===== src/rtl/uart_byte_assembler.sv =====
// Assembles 8N1 UART frames from sampler ticks into a one-deep holding register with valid/ready handoff.
// Commit appears 1 clock after the stop-bit tick; a full, unaccepted holding register drops the new byte and pulses overrun.
module uart_byte_assembler #(
  parameter int DATA_BITS = 8
) (
  input  logic                 clk_25mhz,
  input  logic                 reset,
  input  logic                 sample_tick,
  input  logic                 sample_bit,
  output logic [DATA_BITS-1:0] rx_byte,
  output logic                 rx_valid,
  input  logic                 rx_ready,
  output logic                 frame_error,
  output logic                 overrun,
  output logic                 busy
);

  localparam int CW = (DATA_BITS > 1) ? $clog2(DATA_BITS) : 1;
  localparam logic [CW-1:0] LAST_BIT = CW'(DATA_BITS - 1);

  typedef enum logic [1:0] {
    IDLE      = 2'd0,
    DATA      = 2'd1,
    STOP      = 2'd2,
    WAIT_HIGH = 2'd3
  } state_t;

  state_t               state_q, state_d;
  logic [CW-1:0]        cnt_q, cnt_d;
  logic [DATA_BITS-1:0] shift_q, shift_d;
  logic [DATA_BITS-1:0] rx_byte_q, rx_byte_d;
  logic                 rx_valid_q, rx_valid_d;
  logic                 frame_error_q, frame_error_d;
  logic                 overrun_q, overrun_d;
  logic                 busy_q, busy_d;
  logic                 commit;

  always_comb begin
    state_d       = state_q;
    cnt_d         = cnt_q;
    shift_d       = shift_q;
    rx_byte_d     = rx_byte_q;
    rx_valid_d    = rx_valid_q;
    frame_error_d = 1'b0;
    overrun_d     = 1'b0;
    commit        = 1'b0;

    if (sample_tick) begin
      case (state_q)
        IDLE: begin
          if (!sample_bit) begin
            state_d = DATA;
            cnt_d   = '0;
          end
        end
        DATA: begin
          // LSB arrives first, so after DATA_BITS shifts it has walked down to bit 0
          shift_d              = shift_q >> 1;
          shift_d[DATA_BITS-1] = sample_bit;
          cnt_d                = cnt_q + CW'(1);
          if (cnt_q == LAST_BIT) begin
            state_d = STOP;
          end
        end
        STOP: begin
          if (sample_bit) begin
            commit  = 1'b1;
            state_d = IDLE;
          end else begin
            frame_error_d = 1'b1;
            state_d       = WAIT_HIGH;
          end
        end
        WAIT_HIGH: begin
          if (sample_bit) begin
            state_d = IDLE;
          end
        end
        default: state_d = IDLE;
      endcase
    end

    // A same-cycle accept frees the slot, so the new byte may replace the old one
    if (commit) begin
      if (!rx_valid_q || rx_ready) begin
        rx_byte_d  = shift_q;
        rx_valid_d = 1'b1;
      end else begin
        overrun_d = 1'b1;
      end
    end else if (rx_valid_q && rx_ready) begin
      rx_valid_d = 1'b0;
    end

    busy_d = (state_d != IDLE);
  end

  always_ff @(posedge clk_25mhz or posedge reset) begin
    if (reset) begin
      state_q       <= IDLE;
      cnt_q         <= '0;
      shift_q       <= '0;
      rx_byte_q     <= '0;
      rx_valid_q    <= 1'b0;
      frame_error_q <= 1'b0;
      overrun_q     <= 1'b0;
      busy_q        <= 1'b0;
    end else begin
      state_q       <= state_d;
      cnt_q         <= cnt_d;
      shift_q       <= shift_d;
      rx_byte_q     <= rx_byte_d;
      rx_valid_q    <= rx_valid_d;
      frame_error_q <= frame_error_d;
      overrun_q     <= overrun_d;
      busy_q        <= busy_d;
    end
  end

  assign rx_byte     = rx_byte_q;
  assign rx_valid    = rx_valid_q;
  assign frame_error = frame_error_q;
  assign overrun     = overrun_q;
  assign busy        = busy_q;

endmodule


===== config.mk =====
export PLATFORM = sky130hd
export DESIGN_NAME = uart_byte_assembler
export DESIGN_NICKNAME = d
export VERILOG_FILES = /design/src/rtl/uart_byte_assembler.sv
export SDC_FILE = /design/constraint.sdc
export NUM_CORES = 1
export LEC_CHECK = 0
export BUFFER_PORTS_ARGS = -buffer_cell sky130_fd_sc_hd__buf_2
export CELL_PAD_IN_SITES_DETAIL_PLACEMENT = 2
export CELL_PAD_IN_SITES_GLOBAL_PLACEMENT = 2
export CORE_MARGIN = 2
export CORE_UTILIZATION = 40
export CTS_CLUSTER_SIZE = 20
export DETAILED_ROUTE_END_ITERATION = 8
export PLACE_DENSITY = 0.82
export SLEW_MARGIN = 20
export SYNTH_ARGS = -nofsm -noshare
export SYNTH_HDL_FRONTEND = slang
export SYNTH_SLANG_ARGS = --single-unit

===== constraint.sdc =====
create_clock -name clk_25mhz -period 2.85 [get_ports clk_25mhz]
set_input_delay 0.4275 -clock clk_25mhz [delete_from_list [all_inputs] [get_ports clk_25mhz]]
set_output_delay 0.4275 -clock clk_25mhz [all_outputs]
set_load 0.02 [all_outputs]

==> flow_summary.html, run 1 <==
<table>
<tr><th>Metric</th><th>Value</th></tr>
<tr><th colspan="2">Status</th></tr>
<tr><td>Run status</td><td>finished, final reports clean</td></tr>
<tr><th colspan="2">Detailed routing</th></tr>
<tr><td>Met2 Wirelength</td><td>1.05 mm</td></tr>
<tr><td>Per-cell routed wire length</td><td>16.4 um</td></tr>
<tr><td>Post-Route M1 WL</td><td>790 um</td></tr>
<tr><td>Total routed wirelength</td><td>1.90 mm</td></tr>
<tr><td>DR iter-0 viols</td><td>0</td></tr>
<tr><td>Detail Route Antenna Nets</td><td>0</td></tr>
<tr><td>Drt via density</td><td>5.10</td></tr>
<tr><td>Number of iterations in the first detailed-routing pass</td><td>1</td></tr>
<tr><td>Sum of met3 wire segment lengths after detailed routing</td><td>46 um</td></tr>
<tr><td>Total vias in the final route</td><td>592</td></tr>
<tr><td>Drc violations</td><td>0</td></tr>
<tr><td>Uppermost signal routing layer after detailed routing</td><td>met4</td></tr>
<tr><th colspan="2">Worst setup path</th></tr>
<tr><td>Startpoint of the worst register-to-register path</td><td>state_q[0]</td></tr>
<tr><td>Maximum net fanout on the critical path</td><td>8</td></tr>
<tr><td>Setup slack of the worst register-to-register path</td><td>1.28 ns</td></tr>
<tr><td>CP startpoint</td><td>state_q[0]</td></tr>
<tr><td>Startpoint kind of the worst setup timing path</td><td>register</td></tr>
<tr><td>Crit. End Element</td><td>register</td></tr>
<tr><td>Endpoint of the worst register-to-register path</td><td>rx_byte[0]</td></tr>
<tr><td>Required time of the critical path</td><td>3.04 ns</td></tr>
<tr><td>Data arrival time at the worst-slack endpoint</td><td>1.76 ns</td></tr>
<tr><td>Crit Path Category</td><td>register to register</td></tr>
<tr><td>Length in cells of the worst reg-to-reg path</td><td>3</td></tr>
<tr><td>Last element of the critical path</td><td>rx_byte[0]</td></tr>
<tr><th colspan="2">Power and ir drop</th></tr>
<tr><td>Power density over the cells</td><td>1000 nW/um2</td></tr>
<tr><td>Power consumption</td><td>1.15 mW</td></tr>
<tr><td>Leak</td><td>0.601 nW</td></tr>
<tr><td>VDD IR-drop max</td><td>0.000398 V</td></tr>
<tr><th colspan="2">STA</th></tr>
<tr><td>Setup TNS Final</td><td>0 ns</td></tr>
<tr><td>Minimum setup slack in the final design</td><td>1.28 ns</td></tr>
<tr><td>WHS</td><td>0.306 ns</td></tr>
<tr><td>Min Tclk post-route</td><td>1.57 ns</td></tr>
<tr><td>Number of pins exceeding their max-slew limit in the final report</td><td>0</td></tr>
<tr><td>Achievable Freq</td><td>0.636 GHz</td></tr>
<tr><td>Portion of the clock cycle consumed by the worst path in the final layout</td><td>55.2%</td></tr>
<tr><td>Transition time of the tightest slew-check pin</td><td>0.936 ns</td></tr>
<tr><td>Max transition margin</td><td>37.5%</td></tr>
<tr><td>Final setup violation count</td><td>0</td></tr>
<tr><td>Final-report hold violation count</td><td>0</td></tr>
<tr><td>Unrepaired setup endpoints after global routing</td><td>no</td></tr>
<tr><td>Worst Skew</td><td>0.00854 ns</td></tr>
<tr><th colspan="2">CTS</th></tr>
<tr><td>Clock slew at reported path FFs</td><td>0.14 ns</td></tr>
<tr><td>Clk root buf</td><td>sky130_fd_sc_hd__clkbuf_4</td></tr>
<tr><td>Maximum buffer depth of the clock tree</td><td>2</td></tr>
<tr><td>Count of cells resized by post-cts repair</td><td>0</td></tr>
<tr><td>Clock H-tree levels</td><td>1</td></tr>
<tr><td>Clock tree from TritonCTS</td><td>built</td></tr>
<tr><td>Setup Buffers After CTS</td><td>0</td></tr>
<tr><td>Cts bufs inserted</td><td>3</td></tr>
<tr><td>Skew-Pair Late Insertion Delay</td><td>0.31 ns</td></tr>
<tr><td>Clk sink count</td><td>25</td></tr>
<tr><td>Hold-fix buffers at CTS</td><td>0</td></tr>
<tr><th colspan="2">Synthesis</th></tr>
<tr><td>Number of distinct library cell variants in the gate-level netlist after synthesis</td><td>19</td></tr>
<tr><td>Area leader, netlist</td><td>sky130_fd_sc_hd__dfrtp_1</td></tr>
<tr><td>Yosys warning count</td><td>0</td></tr>
<tr><td>Flop and latch count out of synthesis</td><td>25</td></tr>
<tr><td>Top area cells in the synthesized netlist</td><td>sky130_fd_sc_hd__dfrtp_1 61%, sky130_fd_sc_hd__mux2_2 8.7%, sky130_fd_sc_hd__mux2_4 8.7%, sky130_fd_sc_hd__a22o_1 3.4%, sky130_fd_sc_hd__mux2_1 3.3%</td></tr>
<tr><td>Post-synth top area share</td><td>60.5%</td></tr>
<tr><td>Post-Syn Nets</td><td>76</td></tr>
<tr><td>Post-synthesis sequential area ratio</td><td>60.5%</td></tr>
<tr><td>Synthesized netlist cell count</td><td>69</td></tr>
<tr><td>Post-synthesis instance area</td><td>1030 um2</td></tr>
<tr><td>Average size of a mapped cell</td><td>15.0 um2</td></tr>
<tr><th colspan="2">Layout</th></tr>
<tr><td>Count of placed standard cells in the final layout, fillers left out</td><td>116</td></tr>
<tr><td>Inserted Diodes</td><td>0</td></tr>
<tr><td>Ratio of cells with drive above 1 in the final layout</td><td>43.0%</td></tr>
<tr><td>Post-synthesis to final-layout area growth</td><td>11.3%</td></tr>
<tr><td>Layout Nets</td><td>94</td></tr>
<tr><th colspan="2">Floorplanning</th></tr>
<tr><td>I/O pin cnt</td><td>17</td></tr>
<tr><td>Core area</td><td>2450 um2</td></tr>
<tr><td>Die Y-Extent</td><td>54.8 um</td></tr>
<tr><td>Initial Util</td><td>42.1%</td></tr>
<tr><td>Die Width</td><td>54.8 um</td></tr>
<tr><td>FP Rows</td><td>18</td></tr>
<tr><td>Full die area</td><td>3010 um2</td></tr>
<tr><th colspan="2">Global route</th></tr>
<tr><td>Remaining global-route overflow</td><td>0</td></tr>
<tr><td>Largest net degree at the start of global routing</td><td>26</td></tr>
<tr><td>Gr usage total</td><td>14.7%</td></tr>
<tr><td>Initial antenna violation count</td><td>0</td></tr>
<tr><td>Wire length of the first global-routing pass</td><td>3.03 mm</td></tr>
<tr><td>Number of global-route vias before repair</td><td>629</td></tr>
<tr><th colspan="2">Run</th></tr>
<tr><td>MaxCap Viol Count</td><td>0</td></tr>
<tr><th colspan="2">Placement</th></tr>
<tr><td>Final weighted congestion in routability-driven placement</td><td>0.713</td></tr>
<tr><td>Place WS</td><td>1.13 ns</td></tr>
<tr><td>Cells after DPL</td><td>112</td></tr>
<tr><td>Post-DP HPWL</td><td>1.38 mm</td></tr>
<tr><td>Buffers on Ports</td><td>16</td></tr>
<tr><th colspan="2">Hold path</th></tr>
<tr><td>Hold crit path type</td><td>input port to async pin</td></tr>
</table>
-- stage by stage --
| stage | area [um2] | util (%) |
|---|---|---|
| after CTS | 1150 | 46.8 |
| after floorplan | 1030 | - |
| after global routing | 1150 | 46.8 |
| after detailed placement | 1120 | 45.8 |
| after global placement | 1120 | 45.8 |
| final | 1150 | 46.8 |
-- critical path, cell delays in order (launching register included) --
cell                       delay (ns)
sky130_fd_sc_hd__dfrtp_1         0.44
sky130_fd_sc_hd__nand4b_2        0.25
sky130_fd_sc_hd__nor2b_2         0.40
sky130_fd_sc_hd__mux2_1          0.38
-- cell families after synthesis --
logic type | after synthesis | share of synthesized area, %
flip-flops | 25 | 60.5
adder cells (fa/ha/maj) | 2 | 2.42
multiplexers | 17 | 20.7
AND/OR/NAND/NOR | 10 | 6.54
AO/OA/AOI/OAI | 9 | 6.05
buffers and inverters | 6 | 3.75
-- area by class of cell --
cell class | instances | area [um2]
fill | 255 | 1310
sequential | 25 | 626
multi-input combinational | 38 | 369
timing repair buffer | 16 | 80.1
tap | 30 | 37.5
clock buffer | 4 | 26.3
inverter | 3 | 11.3
-- worst min path at each step --
stage | endpoint | slack [ns]
floorplan | busy | 0.45
global placement | rx_byte[0] | 0.47
detailed placement | rx_byte[2] | 0.49
CTS | rx_byte[2] | 0.35
global route | frame_error | 0.36
finish | rx_byte[2] | 0.31
-- cell usage after synthesis --
library cell,count
sky130_fd_sc_hd__nand4b_2,1
sky130_fd_sc_hd__ha_1,2
sky130_fd_sc_hd__buf_6,2
sky130_fd_sc_hd__nor2_1,1
sky130_fd_sc_hd__a21oi_1,3
sky130_fd_sc_hd__a22o_1,4
sky130_fd_sc_hd__nor2b_2,2
sky130_fd_sc_hd__dfrtp_1,25
sky130_fd_sc_hd__inv_1,3
sky130_fd_sc_hd__o211ai_1,1
sky130_fd_sc_hd__nand2b_1,1
sky130_fd_sc_hd__o21ai_0,1
sky130_fd_sc_hd__nor3_1,1
sky130_fd_sc_hd__mux2_4,6
sky130_fd_sc_hd__mux2_2,8
sky130_fd_sc_hd__nand2_1,3
sky130_fd_sc_hd__and2_4,1
sky130_fd_sc_hd__buf_2,1
sky130_fd_sc_hd__mux2_1,3
-- cell usage in the layout (no fill, tap or decap) --
master                     Yosys  routed
sky130_fd_sc_hd__buf_2         1      16
sky130_fd_sc_hd__a21oi_1       3       3
sky130_fd_sc_hd__nand2b_1      1       1
sky130_fd_sc_hd__mux2_2        8       8
sky130_fd_sc_hd__clkbuf_1      0       1
sky130_fd_sc_hd__mux2_4        6       6
sky130_fd_sc_hd__o211ai_1      1       1
sky130_fd_sc_hd__and2_4        1       1
sky130_fd_sc_hd__dfrtp_1      25      25
sky130_fd_sc_hd__ha_1          2       2
sky130_fd_sc_hd__nor2b_2       2       2
sky130_fd_sc_hd__nor2_1        1       1
sky130_fd_sc_hd__a22o_1        4       4
sky130_fd_sc_hd__clkbuf_4      0       3
sky130_fd_sc_hd__nand4b_2      1       1
sky130_fd_sc_hd__o21ai_0       1       1
sky130_fd_sc_hd__nor3_1        1       1
sky130_fd_sc_hd__mux2_1        3       3
sky130_fd_sc_hd__nand2_1       3       3
sky130_fd_sc_hd__inv_1         3       3
-- report_power, final --
group	leakage, nW	switching [mW]	internal [mW]
sequential	0.316	0.0960	0.491
clock	0.0150	0.0990	0.0545
combinational	0.269	0.188	0.226
total	0.601	0.383	0.771
-- sequential cells by signal (all words and copies together) (netlist names) --
| signal | flops |
|---|---|
| state_q | 2 |
| cnt_q | 3 |
| rx_valid | 1 |
| rx_byte | 8 |
| shift_q | 8 |
| busy | 1 |
| overrun | 1 |
| frame_error | 1 |
-- metal layers --
| layer | GRT usage (%) | up-vias |
|---|---|---|
| met5 | 0 | - |
| met4 | 5.00 | 0 |
| met3 | 2.46 | 2 |
| met2 | 25.6 | 7 |
| met1 | 18.0 | 311 |
| li1 | - | 272 |
(Power assumes the default switching activity.)
==> run 2, diff against run 1 <==
--- a/config.mk
+++ b/config.mk
@@ -9,10 +9,10 @@
 export CELL_PAD_IN_SITES_DETAIL_PLACEMENT = 2
 export CELL_PAD_IN_SITES_GLOBAL_PLACEMENT = 2
 export CORE_MARGIN = 2
-export CORE_UTILIZATION = 40
+export CORE_UTILIZATION = 37
 export CTS_CLUSTER_SIZE = 20
 export DETAILED_ROUTE_END_ITERATION = 8
-export PLACE_DENSITY = 0.82
+export PLACE_DENSITY = 0.77
 export SLEW_MARGIN = 20
 export SYNTH_ARGS = -nofsm -noshare
 export SYNTH_HDL_FRONTEND = slang
==> constraint.sdc (replaced) <==
create_clock -name clk_25mhz -period 1.5 [get_ports clk_25mhz]
set_input_delay 0.225 -clock clk_25mhz [delete_from_list [all_inputs] [get_ports clk_25mhz]]
set_output_delay 0.225 -clock clk_25mhz [all_outputs]
set_load 0.02 [all_outputs]
==> run 2 against run 1 <==
Effect of this change: clock-buffer cell count stayed put; hold slack worse by 0.14 ns; total power is 95% higher; largest power group unchanged; sequential power grew 93%; via count grew 5.9%; core utilization is 2.1 points lower; combinational power rose by 100%; final cell count is 5.2% higher.
==> flow_summary.html, run 2 (same netlist as run 1, synthesis figures left out) <==
<table>
<tr><th>Metric</th><th>Value</th></tr>
<tr><th colspan="2">STA</th></tr>
<tr><td>Max transition margin</td><td>78.8% (+41 points)</td></tr>
<tr><td>Number of pins exceeding their max-slew limit in the final report</td><td>0 (unchanged)</td></tr>
<tr><td>Min Tclk post-route</td><td>1.42 ns (-0.149 ns)</td></tr>
<tr><td>Portion of the clock cycle consumed by the worst path in the final layout</td><td>94.9% (+40 points)</td></tr>
<tr><td>Transition time of the tightest slew-check pin</td><td>0.318 ns (-0.618 ns)</td></tr>
<tr><td>Achievable Freq</td><td>0.703 GHz (+10%)</td></tr>
<tr><td>Final setup violation count</td><td>0 (unchanged)</td></tr>
<tr><td>Final-report hold violation count</td><td>0 (unchanged)</td></tr>
<tr><td>WHS</td><td>0.166 ns (-0.140 ns)</td></tr>
<tr><td>Worst Skew</td><td>0.00388 ns (-0.00466 ns)</td></tr>
<tr><th colspan="2">Worst setup path</th></tr>
<tr><td>Critical-path cell list</td><td>nor2b_2, and2_4, mux2_2</td></tr>
<tr><td>Startpoint of the worst register-to-register path</td><td>state_q[1]</td></tr>
<tr><td>Maximum net fanout on the critical path</td><td>6 (-2)</td></tr>
<tr><td>Crit. End Element</td><td>register</td></tr>
<tr><td>CP max stage cell</td><td>sky130_fd_sc_hd__dfrtp_1</td></tr>
<tr><td>Crit Path Category</td><td>register to register</td></tr>
<tr><td>Data arrival time at the worst-slack endpoint</td><td>1.63 ns (-0.13 ns)</td></tr>
<tr><td>Setup slack of the worst register-to-register path</td><td>0.08 ns (-1.20 ns)</td></tr>
<tr><td>Startpoint kind of the worst setup timing path</td><td>register</td></tr>
<tr><td>Required time of the critical path</td><td>1.71 ns (-1.33 ns)</td></tr>
<tr><td>Endpoint of the worst register-to-register path</td><td>shift_q[1]</td></tr>
<tr><td>CP startpoint</td><td>state_q[1]</td></tr>
<tr><td>Last element of the critical path</td><td>shift_q[1]</td></tr>
<tr><td>Length in cells of the worst reg-to-reg path</td><td>3 (unchanged)</td></tr>
<tr><td>Largest stage delay on the critical path</td><td>0.47 ns (+0.03 ns)</td></tr>
<tr><th colspan="2">Global route</th></tr>
<tr><td>Gr usage total</td><td>13.2% (-1.4 points)</td></tr>
<tr><td>Remaining global-route overflow</td><td>0 (unchanged)</td></tr>
<tr><td>Met2 Use GR</td><td>20.1% (-5.5 points)</td></tr>
<tr><td>Largest net degree at the start of global routing</td><td>26 (unchanged)</td></tr>
<tr><td>Initial antenna violation count</td><td>0 (unchanged)</td></tr>
<tr><td>GRT met1 Usage</td><td>18.2% (+0.18 points)</td></tr>
<tr><td>Wire length of the first global-routing pass</td><td>3.17 mm (+4.6%)</td></tr>
<tr><td>GR Layer Usage met3</td><td>2.76% (+0.31 points)</td></tr>
<tr><td>Number of global-route vias before repair</td><td>617 (-1.9%)</td></tr>
<tr><td>Most Crowded Layer GR</td><td>met2</td></tr>
<tr><th colspan="2">CTS</th></tr>
<tr><td>Clk root buf</td><td>sky130_fd_sc_hd__clkbuf_4</td></tr>
<tr><td>Cts bufs inserted</td><td>3 (unchanged)</td></tr>
<tr><td>Skew-Pair Late Insertion Delay</td><td>0.31 ns (about the same)</td></tr>
<tr><td>Clock tree from TritonCTS</td><td>built</td></tr>
<tr><td>Maximum buffer depth of the clock tree</td><td>2 (unchanged)</td></tr>
<tr><td>Clock slew at reported path FFs</td><td>0.13 ns (about the same)</td></tr>
<tr><td>Clock H-tree levels</td><td>1 (unchanged)</td></tr>
<tr><td>Setup Buffers After CTS</td><td>0 (unchanged)</td></tr>
<tr><td>Clk sink count</td><td>25 (unchanged)</td></tr>
<tr><th colspan="2">Layout</th></tr>
<tr><td>Commonest non-fill, non-tap cells in the layout</td><td>25 x sky130_fd_sc_hd__dfrtp_1, 16 x sky130_fd_sc_hd__buf_2, 8 x sky130_fd_sc_hd__mux2_2, 6 x sky130_fd_sc_hd__mux2_4, 4 x sky130_fd_sc_hd__a22o_1</td></tr>
<tr><td>Sequential Area</td><td>626 um2 (unchanged)</td></tr>
<tr><td>Total area of multi-input combinational cells</td><td>385 um2 (+4.4%)</td></tr>
<tr><td>Final design instance area without fill</td><td>1210 um2 (+5.4%)</td></tr>
<tr><td>Most common cell after layout, fill and taps aside</td><td>sky130_fd_sc_hd__dfrtp_1</td></tr>
<tr><td>Ratio of cells with drive above 1 in the final layout</td><td>45.1% (+2.0 points)</td></tr>
<tr><td>Inserted Diodes</td><td>0 (unchanged)</td></tr>
<tr><td>Post-synthesis to final-layout area growth</td><td>17.3%</td></tr>
<tr><td>Layout Nets</td><td>99 (+5.3%)</td></tr>
<tr><td>Number of fill cells</td><td>283 (+11%)</td></tr>
<tr><th colspan="2">Power and ir drop</th></tr>
<tr><td>VDD IR-drop max</td><td>0.000919 V (+130%)</td></tr>
<tr><td>Power density over the cells</td><td>1860 nW/um2 (+85%)</td></tr>
<tr><td>Leak</td><td>0.637 nW (+6.1%)</td></tr>
<tr><th colspan="2">Detailed routing</th></tr>
<tr><td>Total routed wirelength</td><td>2.03 mm (+6.6%)</td></tr>
<tr><td>DR iter-0 viols</td><td>11 (+11)</td></tr>
<tr><td>Number of iterations in the first detailed-routing pass</td><td>4 (+3)</td></tr>
<tr><td>Total vias in the final route</td><td>627 (+5.9%)</td></tr>
<tr><td>Per-cell routed wire length</td><td>16.6 um (+1.3%)</td></tr>
<tr><td>Drc violations</td><td>0 (unchanged)</td></tr>
<tr><td>Drt via density</td><td>5.14 (+0.70%)</td></tr>
<tr><td>Detail Route Antenna Nets</td><td>0 (unchanged)</td></tr>
<tr><th colspan="2">Placement</th></tr>
<tr><td>Final weighted congestion in routability-driven placement</td><td>0.772 (+8.2%)</td></tr>
<tr><td>Post-detailed-placement cell area</td><td>1160 um2 (+3.2%)</td></tr>
<tr><td>Post-DP HPWL</td><td>1.41 mm (+2.1%)</td></tr>
<tr><td>Buffers on Ports</td><td>16 (unchanged)</td></tr>
<tr><th colspan="2">Hold path</th></tr>
<tr><td>Hold crit path type</td><td>input port to register</td></tr>
<tr><td>Startpoint of the tightest hold check path</td><td>sample_bit</td></tr>
<tr><th colspan="2">Floorplanning</th></tr>
<tr><td>Die Width</td><td>56.9 um (+3.7%)</td></tr>
<tr><td>I/O pin cnt</td><td>17 (unchanged)</td></tr>
<tr><td>Initial Util</td><td>38.1% (-4.0 points)</td></tr>
<tr><td>FP Rows</td><td>19 (+1)</td></tr>
<tr><td>Full die area</td><td>3230 um2 (+7.5%)</td></tr>
<tr><td>Die Y-Extent</td><td>56.9 um (+3.7%)</td></tr>
<tr><td>Core area</td><td>2710 um2 (+10%)</td></tr>
<tr><th colspan="2">Status</th></tr>
<tr><td>Run status</td><td>finished, final reports clean</td></tr>
<tr><th colspan="2">Run</th></tr>
<tr><td>MaxCap Viol Count</td><td>0 (unchanged)</td></tr>
</table>
-- run 2: cell types whose count changed in the layout (fill, tap and decap cells not counted), sizes merged --
cell / before / now
and2: 1 / 2
dlygate4sd3: 0 / 1
buf: 16 / 19
-- run 2: metal layers --
metal	wire length, um	up-vias
met5	0	-
met4	37	0
met3	63	4
met2	1010	10
met1	919	325
li1	-	288
-- run 2: power by group --
part           switching (mW)  internal [mW]  total, mW
sequential              0.192          0.934       1.13
combinational           0.377          0.454      0.831
clock                   0.192          0.104      0.296
-- run 2: metrics by stage --
step / std cells / setup slack, ns / utilization [%] / setup TNS (ns) / power, mW
final: 122 / 0.0772 / 44.7 / 0 / 2.25
after global routing: 122 / -0.00854 / 44.7 / -0.00854 / 2.41
after CTS: 121 / 0.0291 / 44.1 / 0 / 2.26
after detailed placement: 116 / 0.0542 / 42.8 / 0 / 1.96
after global placement: 116 / 0.123 / 42.8 / 0 / 1.90
after floorplan: 69 / 0.188 / - / 0 / 1.71
-- run 2: cell type report --
class	count	area share, %
Multi-Input combinational cell	39	31.8
Clock buffer	4	2.17
Timing Repair Buffer	20	10.3
Sequential cell	25	51.6
Tap cell	31	3.20
Inverter	3	0.929
-- run 2: how the worst min path moves through the flow --
stage / to / cells past startpoint / slack [ns]
4_1_cts: frame_error / 2 / 0.14
2_1_floorplan: busy / 1 / 0.25
3_5_place_dp: frame_error / 3 / 0.29
6_report: frame_error / 2 / 0.17
3_3_place_gp: frame_error / 3 / 0.29
5_1_grt: frame_error / 2 / 0.16
-- run 2: critical path: cells and delay by family, from the launching register on --
kind / cells / cell delay [ns]
flip-flops: 1 / 0.47
multiplexers: 1 / 0.35
AND/OR/NAND/NOR: 2 / 0.50
-- run 2: what timing repair did --
item	CTS	global route
gates resized for setup	0	1
hold buffers	1	0
endpoints found under the hold margin	25	0
endpoints found under the setup margin	0	5
